<file path="src/rtl/fpga_uart_pkg.sv">
// fpga_uart_pkg: shared types, limits and helpers for the FPGA UART blocks.
// fpga_uart_rx honours the build macro FPGA_UART_RX_MAJORITY_EN.
package fpga_uart_pkg;

  typedef enum logic [1:0] {
    PARITY_NONE,
    PARITY_EVEN,
    PARITY_ODD
  } parity_mode_e;

  typedef enum logic [2:0] {
    ST_IDLE,
    ST_START,
    ST_DATA,
    ST_PARITY,
    ST_STOP,
    ST_WAIT_HIGH
  } uart_rx_state_e;

  localparam int unsigned DATA_WIDTH_MIN = 5;
  localparam int unsigned DATA_WIDTH_MAX = 9;
  localparam int unsigned OVERSAMPLE_MIN = 4;

  function automatic int unsigned baud_div(
    input int unsigned clk_hz,
    input int unsigned baud,
    input int unsigned os
  );
    int unsigned d;
    d = clk_hz / (baud * os);
    return (d < 1) ? 1 : d;
  endfunction

endpackage

</file>
<file path="src/rtl/fpga_uart_baud_tick.sv">
// fpga_uart_baud_tick: oversample tick divider with synchronous restart.
// Shared by the UART receive path and the future parametrised transmitter.
module fpga_uart_baud_tick
  import fpga_uart_pkg::*;
#(
  parameter int unsigned DIV = 54
) (
  input  logic clk_i,
  input  logic arst_i,
  input  logic restart_i,
  output logic tick_o
);

  localparam int unsigned CW = (DIV > 1) ? $clog2(DIV) : 1;
  localparam logic [CW-1:0] C_LAST = CW'(DIV - 1);

  logic [CW-1:0] cnt_q;

  assign tick_o = !restart_i && (cnt_q == C_LAST);

  // Free-running clock divider; restart realigns phase to a start edge.
  always_ff @(posedge clk_i or posedge arst_i) begin
    if (arst_i) begin
      cnt_q <= '0;
    end else if (restart_i || cnt_q == C_LAST) begin
      cnt_q <= '0;
    end else begin
      cnt_q <= cnt_q + 1'b1;
    end
  end

endmodule

</file>
<file path="src/rtl/fpga_uart_rx.sv">
// fpga_uart_rx: parametrised UART receiver with one-entry holding register.
// Build macro FPGA_UART_RX_MAJORITY_EN enables 2-of-3 bit voting.
module fpga_uart_rx
  import fpga_uart_pkg::*;
#(
  parameter int unsigned  CLK_FREQ_HZ = 100_000_000,
  parameter int unsigned  BAUD_RATE   = 115_200,
  parameter int unsigned  OVERSAMPLE  = 16,
  parameter int unsigned  DATA_WIDTH  = 8,
  parameter parity_mode_e PARITY_MODE = PARITY_NONE,
  parameter int unsigned  STOP_BITS   = 1
) (
  input  logic                  clk_i,
  input  logic                  arst_i,
  input  logic                  uart_rx_i,
  output logic [DATA_WIDTH-1:0] data_o,
  output logic                  valid_o,
  input  logic                  ready_i,
  output logic                  parity_err_o,
  output logic                  frame_err_o,
  output logic                  overrun_o,
  output logic                  busy_o
);

  localparam int unsigned DIV =
    baud_div(CLK_FREQ_HZ, BAUD_RATE, OVERSAMPLE);
  localparam int unsigned TW = $clog2(OVERSAMPLE);
  localparam int unsigned BW = $clog2(DATA_WIDTH);

  localparam logic [TW-1:0] T_LAST = TW'(OVERSAMPLE - 1);
  localparam logic [BW-1:0] B_LAST = BW'(DATA_WIDTH - 1);
  localparam logic STOP_LAST = (STOP_BITS == 2);

`ifdef FPGA_UART_RX_MAJORITY_EN
  localparam logic [TW-1:0] T_V0   = TW'(OVERSAMPLE / 2 - 2);
  localparam logic [TW-1:0] T_V1   = TW'(OVERSAMPLE / 2 - 1);
  localparam logic [TW-1:0] T_SAMP = TW'(OVERSAMPLE / 2);
`else
  localparam logic [TW-1:0] T_SAMP = TW'(OVERSAMPLE / 2 - 1);
`endif

  if (DATA_WIDTH < DATA_WIDTH_MIN ||
      DATA_WIDTH > DATA_WIDTH_MAX ||
      OVERSAMPLE < OVERSAMPLE_MIN ||
      (OVERSAMPLE % 2) != 0 ||
      STOP_BITS < 1 || STOP_BITS > 2) begin : g_cfg_err
    $error("fpga_uart_rx: unsupported parameters");
  end

  uart_rx_state_e state_q, state_d;

  logic [1:0]            sync_q;
  logic                  rx_s;
  logic                  tick;
  logic                  start_det;
  logic                  samp_evt;
  logic                  bit_end;
  logic                  bit_val;
  logic                  done;
  logic                  frame_bad;
  logic                  par_bad;

  logic [TW-1:0]         tick_cnt_q;
  logic [BW-1:0]         bit_cnt_q;
  logic                  stop_cnt_q;
  logic [DATA_WIDTH-1:0] shift_q;
  logic                  par_q;
  logic                  ferr_q;

  logic [DATA_WIDTH-1:0] data_q;
  logic                  valid_q;
  logic                  perr_h_q;
  logic                  ferr_h_q;
  logic                  ovr_q;

  // Two-flop synchroniser; idles high so reset looks like a quiet line.
  always_ff @(posedge clk_i or posedge arst_i) begin
    if (arst_i) begin
      sync_q <= 2'b11;
    end else begin
      sync_q <= {sync_q[0], uart_rx_i};
    end
  end

  assign rx_s      = sync_q[1];
  assign start_det = (state_q == ST_IDLE) && !rx_s;

  fpga_uart_baud_tick #(
    .DIV (DIV)
  ) u_tick (
    .clk_i     (clk_i),
    .arst_i    (arst_i),
    .restart_i (start_det),
    .tick_o    (tick)
  );

  assign samp_evt = tick && (tick_cnt_q == T_SAMP);
  assign bit_end  = tick && (tick_cnt_q == T_LAST);

`ifdef FPGA_UART_RX_MAJORITY_EN
  logic v0_q;
  logic v1_q;

  // Capture the two early votes around the bit centre.
  always_ff @(posedge clk_i or posedge arst_i) begin
    if (arst_i) begin
      v0_q <= 1'b1;
      v1_q <= 1'b1;
    end else begin
      if (tick && tick_cnt_q == T_V0) v0_q <= rx_s;
      if (tick && tick_cnt_q == T_V1) v1_q <= rx_s;
    end
  end

  assign bit_val = (v0_q & v1_q) | (v0_q & rx_s) | (v1_q & rx_s);
`else
  assign bit_val = rx_s;
`endif

  assign done = (state_q == ST_STOP) && samp_evt &&
                (stop_cnt_q == STOP_LAST);
  assign frame_bad = ferr_q | ~bit_val;
  assign par_bad = (PARITY_MODE == PARITY_NONE) ? 1'b0 :
                   ((^shift_q ^ par_q) != (PARITY_MODE == PARITY_ODD));

  // FSM state register.
  always_ff @(posedge clk_i or posedge arst_i) begin
    if (arst_i) begin
      state_q <= ST_IDLE;
    end else begin
      state_q <= state_d;
    end
  end

  // Next-state decode: bits advance on bit boundaries, stop ends early.
  always_comb begin
    state_d = state_q;
    unique case (state_q)
      ST_IDLE: begin
        if (!rx_s) state_d = ST_START;
      end
      ST_START: begin
        if (samp_evt && bit_val) state_d = ST_IDLE;
        else if (bit_end)        state_d = ST_DATA;
      end
      ST_DATA: begin
        if (bit_end && bit_cnt_q == B_LAST) begin
          state_d = (PARITY_MODE == PARITY_NONE) ? ST_STOP : ST_PARITY;
        end
      end
      ST_PARITY: begin
        if (bit_end) state_d = ST_STOP;
      end
      ST_STOP: begin
        if (done) state_d = frame_bad ? ST_WAIT_HIGH : ST_IDLE;
      end
      ST_WAIT_HIGH: begin
        if (rx_s) state_d = ST_IDLE;
      end
      default: state_d = ST_IDLE;
    endcase
  end

  // Bit-phase counters and the receive shift register.
  always_ff @(posedge clk_i or posedge arst_i) begin
    if (arst_i) begin
      tick_cnt_q <= '0;
      bit_cnt_q  <= '0;
      stop_cnt_q <= 1'b0;
      shift_q    <= '0;
      par_q      <= 1'b0;
      ferr_q     <= 1'b0;
    end else if (start_det) begin
      tick_cnt_q <= '0;
      bit_cnt_q  <= '0;
      stop_cnt_q <= 1'b0;
      ferr_q     <= 1'b0;
    end else begin
      if (tick) begin
        tick_cnt_q <= (tick_cnt_q == T_LAST) ? '0 : tick_cnt_q + 1'b1;
      end
      if (state_q == ST_DATA && bit_end) begin
        bit_cnt_q <= bit_cnt_q + 1'b1;
      end
      if (state_q == ST_DATA && samp_evt) begin
        shift_q <= {bit_val, shift_q[DATA_WIDTH-1:1]};
      end
      if (state_q == ST_PARITY && samp_evt) begin
        par_q <= bit_val;
      end
      if (state_q == ST_STOP && bit_end) begin
        stop_cnt_q <= 1'b1;
      end
      if (state_q == ST_STOP && samp_evt && !bit_val) begin
        ferr_q <= 1'b1;
      end
    end
  end

  // Holding register: load when free or drained this cycle, else drop.
  always_ff @(posedge clk_i or posedge arst_i) begin
    if (arst_i) begin
      data_q   <= '0;
      valid_q  <= 1'b0;
      perr_h_q <= 1'b0;
      ferr_h_q <= 1'b0;
      ovr_q    <= 1'b0;
    end else begin
      ovr_q <= 1'b0;
      if (done && (!valid_q || ready_i)) begin
        data_q   <= shift_q;
        valid_q  <= 1'b1;
        perr_h_q <= par_bad;
        ferr_h_q <= frame_bad;
      end else begin
        if (done)    ovr_q   <= 1'b1;
        if (ready_i) valid_q <= 1'b0;
      end
    end
  end

  assign data_o       = data_q;
  assign valid_o      = valid_q;
  assign parity_err_o = perr_h_q;
  assign frame_err_o  = ferr_h_q;
  assign overrun_o    = ovr_q;
  assign busy_o       = (state_q != ST_IDLE);

endmodule
</file>
<file path="config.mk">
export PLATFORM = sky130hd
export DESIGN_NAME = fpga_uart_rx
export DESIGN_NICKNAME = d
export VERILOG_FILES = /design/src/rtl/fpga_uart_pkg.sv /design/src/rtl/fpga_uart_baud_tick.sv /design/src/rtl/fpga_uart_rx.sv
export SDC_FILE = /design/constraint.sdc
export NUM_CORES = 1
export LEC_CHECK = 0
export CAP_MARGIN = 20
export CELL_PAD_IN_SITES_DETAIL_PLACEMENT = 0
export CELL_PAD_IN_SITES_GLOBAL_PLACEMENT = 1
export CORE_ASPECT_RATIO = 1.25
export CORE_MARGIN = 10
export CORE_UTILIZATION = 40
export CTS_BUF_LIST = sky130_fd_sc_hd__clkbuf_16
export DETAILED_ROUTE_END_ITERATION = 16
export GPL_ROUTABILITY_DRIVEN = 0
export GPL_TIMING_DRIVEN = 0
export MAX_ROUTING_LAYER = met4
export PLACE_DENSITY = 0.71
export SETUP_SLACK_MARGIN = 0.4
export SKIP_LAST_GASP = 1
export SYNTH_ARGS = -nofsm -noshare
export SYNTH_HDL_FRONTEND = slang
export SYNTH_HIERARCHICAL = 1
export SYNTH_SLANG_ARGS = --single-unit
</file>
<file path="constraint.sdc">
create_clock -name clk_i -period 2.1 [get_ports clk_i]
set_clock_uncertainty 0.05 [all_clocks]
set_input_delay 0.42 -clock clk_i [delete_from_list [all_inputs] [get_ports clk_i]]
set_output_delay 0.42 -clock clk_i [all_outputs]
set_load 0.1 [all_outputs]
</file>
Yosys cells after proc, flatten, opt, wreduce, memory -nomap -nowiden. Cells that the tools add are included.

Bits in registers: 39. Bits of input ports: 4. Output and inout bits: 13.

Add/subtract/negate cells: 3. Equality and inequality tests: 15. Mux-type cells: 23. Bitwise gates (word level): 4. Reductions and logical operators: 27.

Operators with widths (count): 3-bit 2-to-1 mux (10); 3-bit one-hot mux with 6 select lines (1); 1-bit logical AND (13); 4-bit 2-to-1 mux (3); 2-bit inequality test, second input constant (5); 2-bit nonzero test (5); 3-bit equality test, second input constant (3); 1-bit 2-to-1 mux (8); 6-bit by 1-bit adder with 6-bit output, second input constant (1); 3-bit by 2-bit equality test with 1-bit output, second input constant (2); 6-bit equality test, second input constant (1); 6-bit 2-to-1 mux (1); 6-bit AND reduction (1); 4-bit by 1-bit adder with 4-bit output, second input constant (1); 4-bit by 3-bit equality test with 1-bit output, second input constant (1); 4-bit equality test, second input constant (1); 3-bit by 1-bit adder with 3-bit output, second input constant (1); 3-bit by 1-bit equality test with 1-bit output, second input constant (1); 1-bit zero test (3); 3-bit zero test (1); 3-bit inequality test, second input constant (1); 1-bit NOT (3); 3-bit nonzero test (1); 1-bit logical OR (2); other kinds (2) (2).

Longest topological paths before layout.
Word-level depth: 9. Gate-level depth with buffers: 10. Depth with buffers taken out: 8.

Hierarchy. Netlist, hierarchy kept.

Modules (own cells, without submodules): fpga_uart_rx (times used 1, cells each 124, area an instance 1471.4 µm²); fpga_uart_baud_tick (times used 1, cells each 28, area an instance 295.3 µm²).

Least setup slack after synthesis. Ideal clock, no wire load.

Path kind: register -> register. From: reg state_q[0]. To: reg data_q[0], in the netlist data_o[0]. Setup time: 0.126 ns. Data arrival time: 2.693 ns. Required time: 1.924 ns. Path slack: -0.769 ns. Cell stages (with the launch flop): 9. Buffers on the path: 1. Clock period less this slack: 2.869 ns. Path through: dfrtp_1 > buf_2 > nor2_1 > nand2_1 > nor2_2 > nor2_1 > and3_1 > nand4_4 > mux2_2.

Cells in the longest elaborated chain, start to end: 8. Elaborated cells between the ends (all ways): 9.

RTL lines: start: declaration (line fpga_uart_rx.sv:50) `uart_rx_state_e state_q, state_d;`; start signal: assignment (line fpga_uart_rx.sv:131) `state_q <= state_d;`; 3-bit zero test (line fpga_uart_rx.sv:86) `assign start_det = (state_q == ST_IDLE) && !rx_s;`; 1-bit logical AND (line fpga_uart_rx.sv:86); named net start_det (line fpga_uart_rx.sv:55) `logic start_det;`; 1-bit zero test (line fpga_uart_baud_tick.sv:19) `assign tick_o = !restart_i && (cnt_q == C_LAST);`; 1-bit logical AND (line fpga_uart_baud_tick.sv:19); named net tick (line fpga_uart_rx.sv:54) `logic tick;`; 1-bit logical AND (line fpga_uart_rx.sv:97) `assign samp_evt = tick && (tick_cnt_q == T_SAMP);`; 1-bit logical AND (2 in a row) (line fpga_uart_rx.sv:120) `assign done = (state_q == ST_STOP) && samp_evt &&`; 1-bit logical AND (line fpga_uart_rx.sv:210) `if (done && (!valid_q || ready_i)) begin`; end signal: assignment (line fpga_uart_rx.sv:211) `data_q <= shift_q;`; end: declaration (line fpga_uart_rx.sv:70) `logic [DATA_WIDTH-1:0] data_q;`.

The timed path passes the listed nets, and every way through them passes these cells. A chain may end at the register's enable or synchronous reset.

Worst setup path after layout.
From: reg u_tick.cnt_q[1]. To: reg shift_q[4].

Cells in the longest elaborated chain, start to end: 5.

RTL lines: start: declaration (line fpga_uart_baud_tick.sv:17) `logic [CW-1:0] cnt_q;`; start signal: assignment (line fpga_uart_baud_tick.sv:28) `cnt_q <= cnt_q + 1'b1;`; 6-bit equality test (line fpga_uart_baud_tick.sv:19); 1-bit logical AND (line fpga_uart_baud_tick.sv:19); named net tick (line fpga_uart_rx.sv:54); 1-bit logical AND (line fpga_uart_rx.sv:97); 1-bit logical AND (line fpga_uart_rx.sv:185) `if (state_q == ST_DATA && samp_evt) begin`; 2-bit AND reduction (no source line); end signal: assignment (line fpga_uart_rx.sv:186) `shift_q <= {bit_val, shift_q[DATA_WIDTH-1:1]};`; end: declaration (line fpga_uart_rx.sv:66) `logic [DATA_WIDTH-1:0] shift_q;`.

The timed path passes the listed nets, and every way through them passes these cells.

==> PnR_summary.wiki <==
{| class="wikitable"
! Metric !! Value
|-
| Result of the run || finished, final reports clean
|-
| Die Y-Extent || around 94 microns
|-
| Die Wd || roughly 80 microns
|-
| Maximum buffer depth of the clock tree || 2
|-
| Number of synthesized register bits || 39
|-
| Critical path data arrival time || a little under 2 ns
|-
| CTS clock-pin slew for the worst setup and hold paths || 0.06 ns
|-
| Hold Startpoint || sync_q[0]$_DFF_PP1_
|-
| Routed via count || ~1300
|-
| Clock sink count || 39
|-
| Vias in the first global route || 1391
|-
| Summed instance area of the synthesized netlist || 1770 sq um
|-
| Met2 Resource Use GR || 20.3%
|-
| Final period util || approximately 90%
|-
| Classification of the worst-slack hold path || reg2reg
|-
| Port bufs || 15
|-
| Int Pwr || around 1.4 mW
|-
| Row count || 26
|-
| Drt total wl || around 3.7 mm
|-
| Core occupancy in the finished layout || between 60% and 70%
|-
| DPL Wire Length || around 2.5 mm
|-
| Avg Cell Area, Syn || approximately 12 sq um
|-
| Post-synthesis simple-gate area fraction || between 10% and 20%
|-
| Clock Latency Late Sink || around 0.27 ns
|-
| Clock network fraction of total power || a little over half
|-
| Highest fanout seen on the critical path || 8
|-
| Number of routed nets with antenna violations || 0
|-
| Syn Nets || approximately 160
|-
| Switching power as a share of total power || ~17%
|-
| Post-synthesis share of cell area spent on xor and xnor gates || under 10%
|-
| Static leakage power || 1.23 nW
|-
| Total routing resource utilization after global routing || a little over a tenth
|-
| H-tree levels || 2
|-
| Number of instances in the synthesized netlist || roughly 150
|-
| Highest-utilization routing layer at the global route stage || met2
|-
| Sum of negative setup slack || 0 ns
|-
| Global-route wire length before repair || about 6.3 mm
|-
| Startpoint of the worst-slack reg-to-reg timing path || u_tick/cnt_q[1]$_DFF_PP0_
|-
| Drt wl/cell || between 10 and 15 microns
|-
| Final #Nets || 206
|-
| Unique masters post-synth || 39
|-
| Area grow syn2layout || 45.9%
|-
| IO Count || 17
|-
| Dominant combinational cell family by area after synthesis || simple AND/OR/NAND/NOR gates
|-
| Total CTS buffers || 5
|-
| Actual slew at the worst max-slew pin || roughly 0.58 ns
|-
| Compound-gate portion of the synthesized area || 7.08%
|-
| Number of inserted diodes || 0
|-
| Power spent charging and discharging nets || approximately 300 uW
|-
| Placeable core region || between 4000 and 5000 sq um
|-
| Pwr per Cell Area || 677 nW/um^2
|-
| RSZ-0062 raised after global routing || yes
|-
| Sequential-to-total area share from yosys stat || 55.4%
|-
| Startpoint of the most critical setup path || u_tick/cnt_q[1]$_DFF_PP0_
|-
| Max IR drop VDD || approximately 0.42 mV
|-
| Max-cap check violation count || 0
|-
| Full die area || 7490 sq um
|-
| TritonCTS clock tree || done
|-
| Fraction of met3 tracks used by global routing || ~3.4%
|-
| Worst setup SP type || flop
|-
| Mux share of post-synthesis cell area || between 10% and 20%
|-
| Share of final-layout standard cells stronger than drive strength 1 || between 40 and 50%
|-
| Drt drc || 0
|-
| Initial detailed-routing violation count || 53
|-
| Global route overflow || 0
|-
| Number of warnings reported in the yosys synthesis log || 6
|-
| Classification of the worst setup path || reg2reg
|-
| Sequential power share || a little over two fifths
|-
| Largest net degree at the start of global routing || 22
|-
| Final hold vios || 0
|-
| Final setup violation count || 0
|-
| TritonRoute pass-1 iters || 4
|-
| Cell at the root of the clock tree || clkbuf_16
|-
| Worst Setup End Kind || flop
|-
| Via-per-instance ratio || approximately 5.0
|-
| Combinational share of power || 2.5%
|-
| Minimum clock period || about 1.9 ns
|-
| Starting density of the core || between 40% and 50%
|-
| Synth Area in Adders || ~3.5%
|-
| Routing usage on met1 || between 10 and 15%
|-
| Slew Limit Headroom || 61.2%
|-
| Antenna violations before repair || 0
|-
| Maximum achievable frequency || approximately 530 MHz
|-
| Data required time at the worst endpoint || 2.21 ns
|-
| Number of pins with negative max-slew slack in the final report || 0
|}
registers in the layout, indices dropped and copies added (netlist names), 2 cells and up:
register and cells:
state_q 3, tick_cnt_q 4, u_tick/cnt_q 6, shift_q 8, data_o 8, sync_q 2
bit_cnt_q 3
path summary, 6_finish.rpt:
| kind | endpoint | slack, ns | cells past startpoint |
|---|---|---|---|
| max | shift_q[4]$_DFFE_PP0P_ | 0.22 | 9 |
| min | sync_q[1]$_DFF_PP1_ | 0.31 | 0 |
| max reg2reg | shift_q[4]$_DFFE_PP0P_ | 0.22 | 9 |
| min reg2reg | sync_q[1]$_DFF_PP1_ | 0.31 | 0 |
| max in group asynchronous | ferr_q$_DFFE_PP0P_ | 0.99 | 3 |
| min in group asynchronous | u_tick/cnt_q[1]$_DFF_PP0_ | 0.35 | 2 |
layer usage:
metal / share of wire (%) / up-vias
li1: - / 621
met1: 37 / 637
met2: 59 / 17
met3: 3.5 / 2
met4: 0.13 / 0
met5: 0 / -
power groups by stage:
stage | clock, mW | combinational, mW | sequential, mW
after floorplan | 0 | 0.0246 | 0.769
after global placement | 0 | 0.0352 | 0.769
after detailed placement | 0 | 0.0423 | 0.769
after CTS | 0.961 | 0.0444 | 0.756
after global routing | 1.01 | 0.0480 | 0.756
final | 0.944 | 0.0435 | 0.756
through the flow:
stage	setup slack [ns]	cells	cell area, sq um	power, mW	hold WS, ns
5_1_grt	0.116	254	2580	1.81	0.317
3_5_place_dp	-0.232	224	2100	0.811	0.304
6_report	0.220	254	2580	1.74	0.311
2_1_floorplan	0.120	152	1850	0.793	0.161
4_1_cts	0.221	249	2520	1.76	0.312
3_3_place_gp	-0.224	223	2070	0.804	0.297
kinds of logic (layout without fill, tap and decap cells):
| logic type | Yosys count | count (layout) |
|---|---|---|
| and+or+nand+nor | 51 | 52 |
| other | 1 | 1 |
| DFF | 39 | 39 |
| adders and majority gates | 5 | 5 |
| buffers and inverters | 12 | 57 |
| muxes | 18 | 18 |
| xor gates and xnor gates | 6 | 6 |
| AOI/OAI and AO/OA | 20 | 20 |
synthesized netlist by cell type (all sizes together):
| master | instances | share of area [%] |
|---|---|---|
| buf | 5 | 1.6 |
| xnor2 | 1 | 0.50 |
| o22ai | 1 | 0.35 |
| a41o | 1 | 0.57 |
| ha | 5 | 3.5 |
| nand3 | 6 | 2.0 |
| o21ai | 6 | 1.7 |
| clkbuf | 1 | 0.21 |
| a211oi | 1 | 0.43 |
| nor3 | 3 | 0.85 |
| inv | 6 | 1.3 |
| nand3b | 1 | 0.43 |
| and4 | 1 | 0.50 |
| nor3b | 1 | 0.71 |
| a32o | 1 | 0.57 |
| nor4 | 1 | 1.2 |
| nor2 | 15 | 3.3 |
| a21oi | 8 | 2.5 |
| nand2 | 13 | 2.9 |
| a221oi | 1 | 0.50 |
| mux2i | 2 | 1.1 |
| and3 | 1 | 0.35 |
| nand2b | 2 | 0.71 |
| nor2b | 3 | 1.2 |
| nand4 | 3 | 1.9 |
| dfstp | 2 | 3.0 |
| xor2 | 5 | 2.5 |
| a311oi | 1 | 0.50 |
| mux2 | 16 | 10 |
| dfrtp | 37 | 52 |
| conb | 1 | 0.21 |
| or3 | 1 | 0.35 |
worst max-delay path, stage by stage (launching register included):
cell	delay [ns]
dfrtp_1	0.38
inv_1	0.06
ha_2	0.17
nand4_1	0.13
nor2_4	0.18
buf_4	0.14
nand3_4	0.08
nor2_4	0.13
nand2_4	0.11
mux2_4	0.33
layout by cell type (no fill, tap or decap), types with 6 or more instances in the layout:
master            n
buf_6             6
dfrtp_1          37
buf_4            20
nor2_1           11
inv_1             6
mux2_2            7
mux2_4            9
nand2_1           8
clkdlybuf4s15_2   8
repair_timing:
item / in CTS / in global routing
buffers inserted: 16 / 5
pin swaps: 10 / 10
resized for setup: 61 / 12
hold buffers: 0 / 0
setup endpoints to repair: 41 / 31
cloned: 1 / 0
layout make-up:
| class | instances | area [sq um] |
|---|---|---|
| Timing Repair Buffer | 37 | 347 |
| Clock buffer | 5 | 125 |
| Sequential cell | 39 | 978 |
| Tap cell | 56 | 70.1 |
| Clock inverter | 3 | 63.8 |
| Fill cell | 354 | 1590 |
| Buffer | 6 | 62.6 |
| Inverter | 6 | 25.0 |
| Multi-Input combinational cell | 102 | 906 |
(Power assumes the default switching activity.)
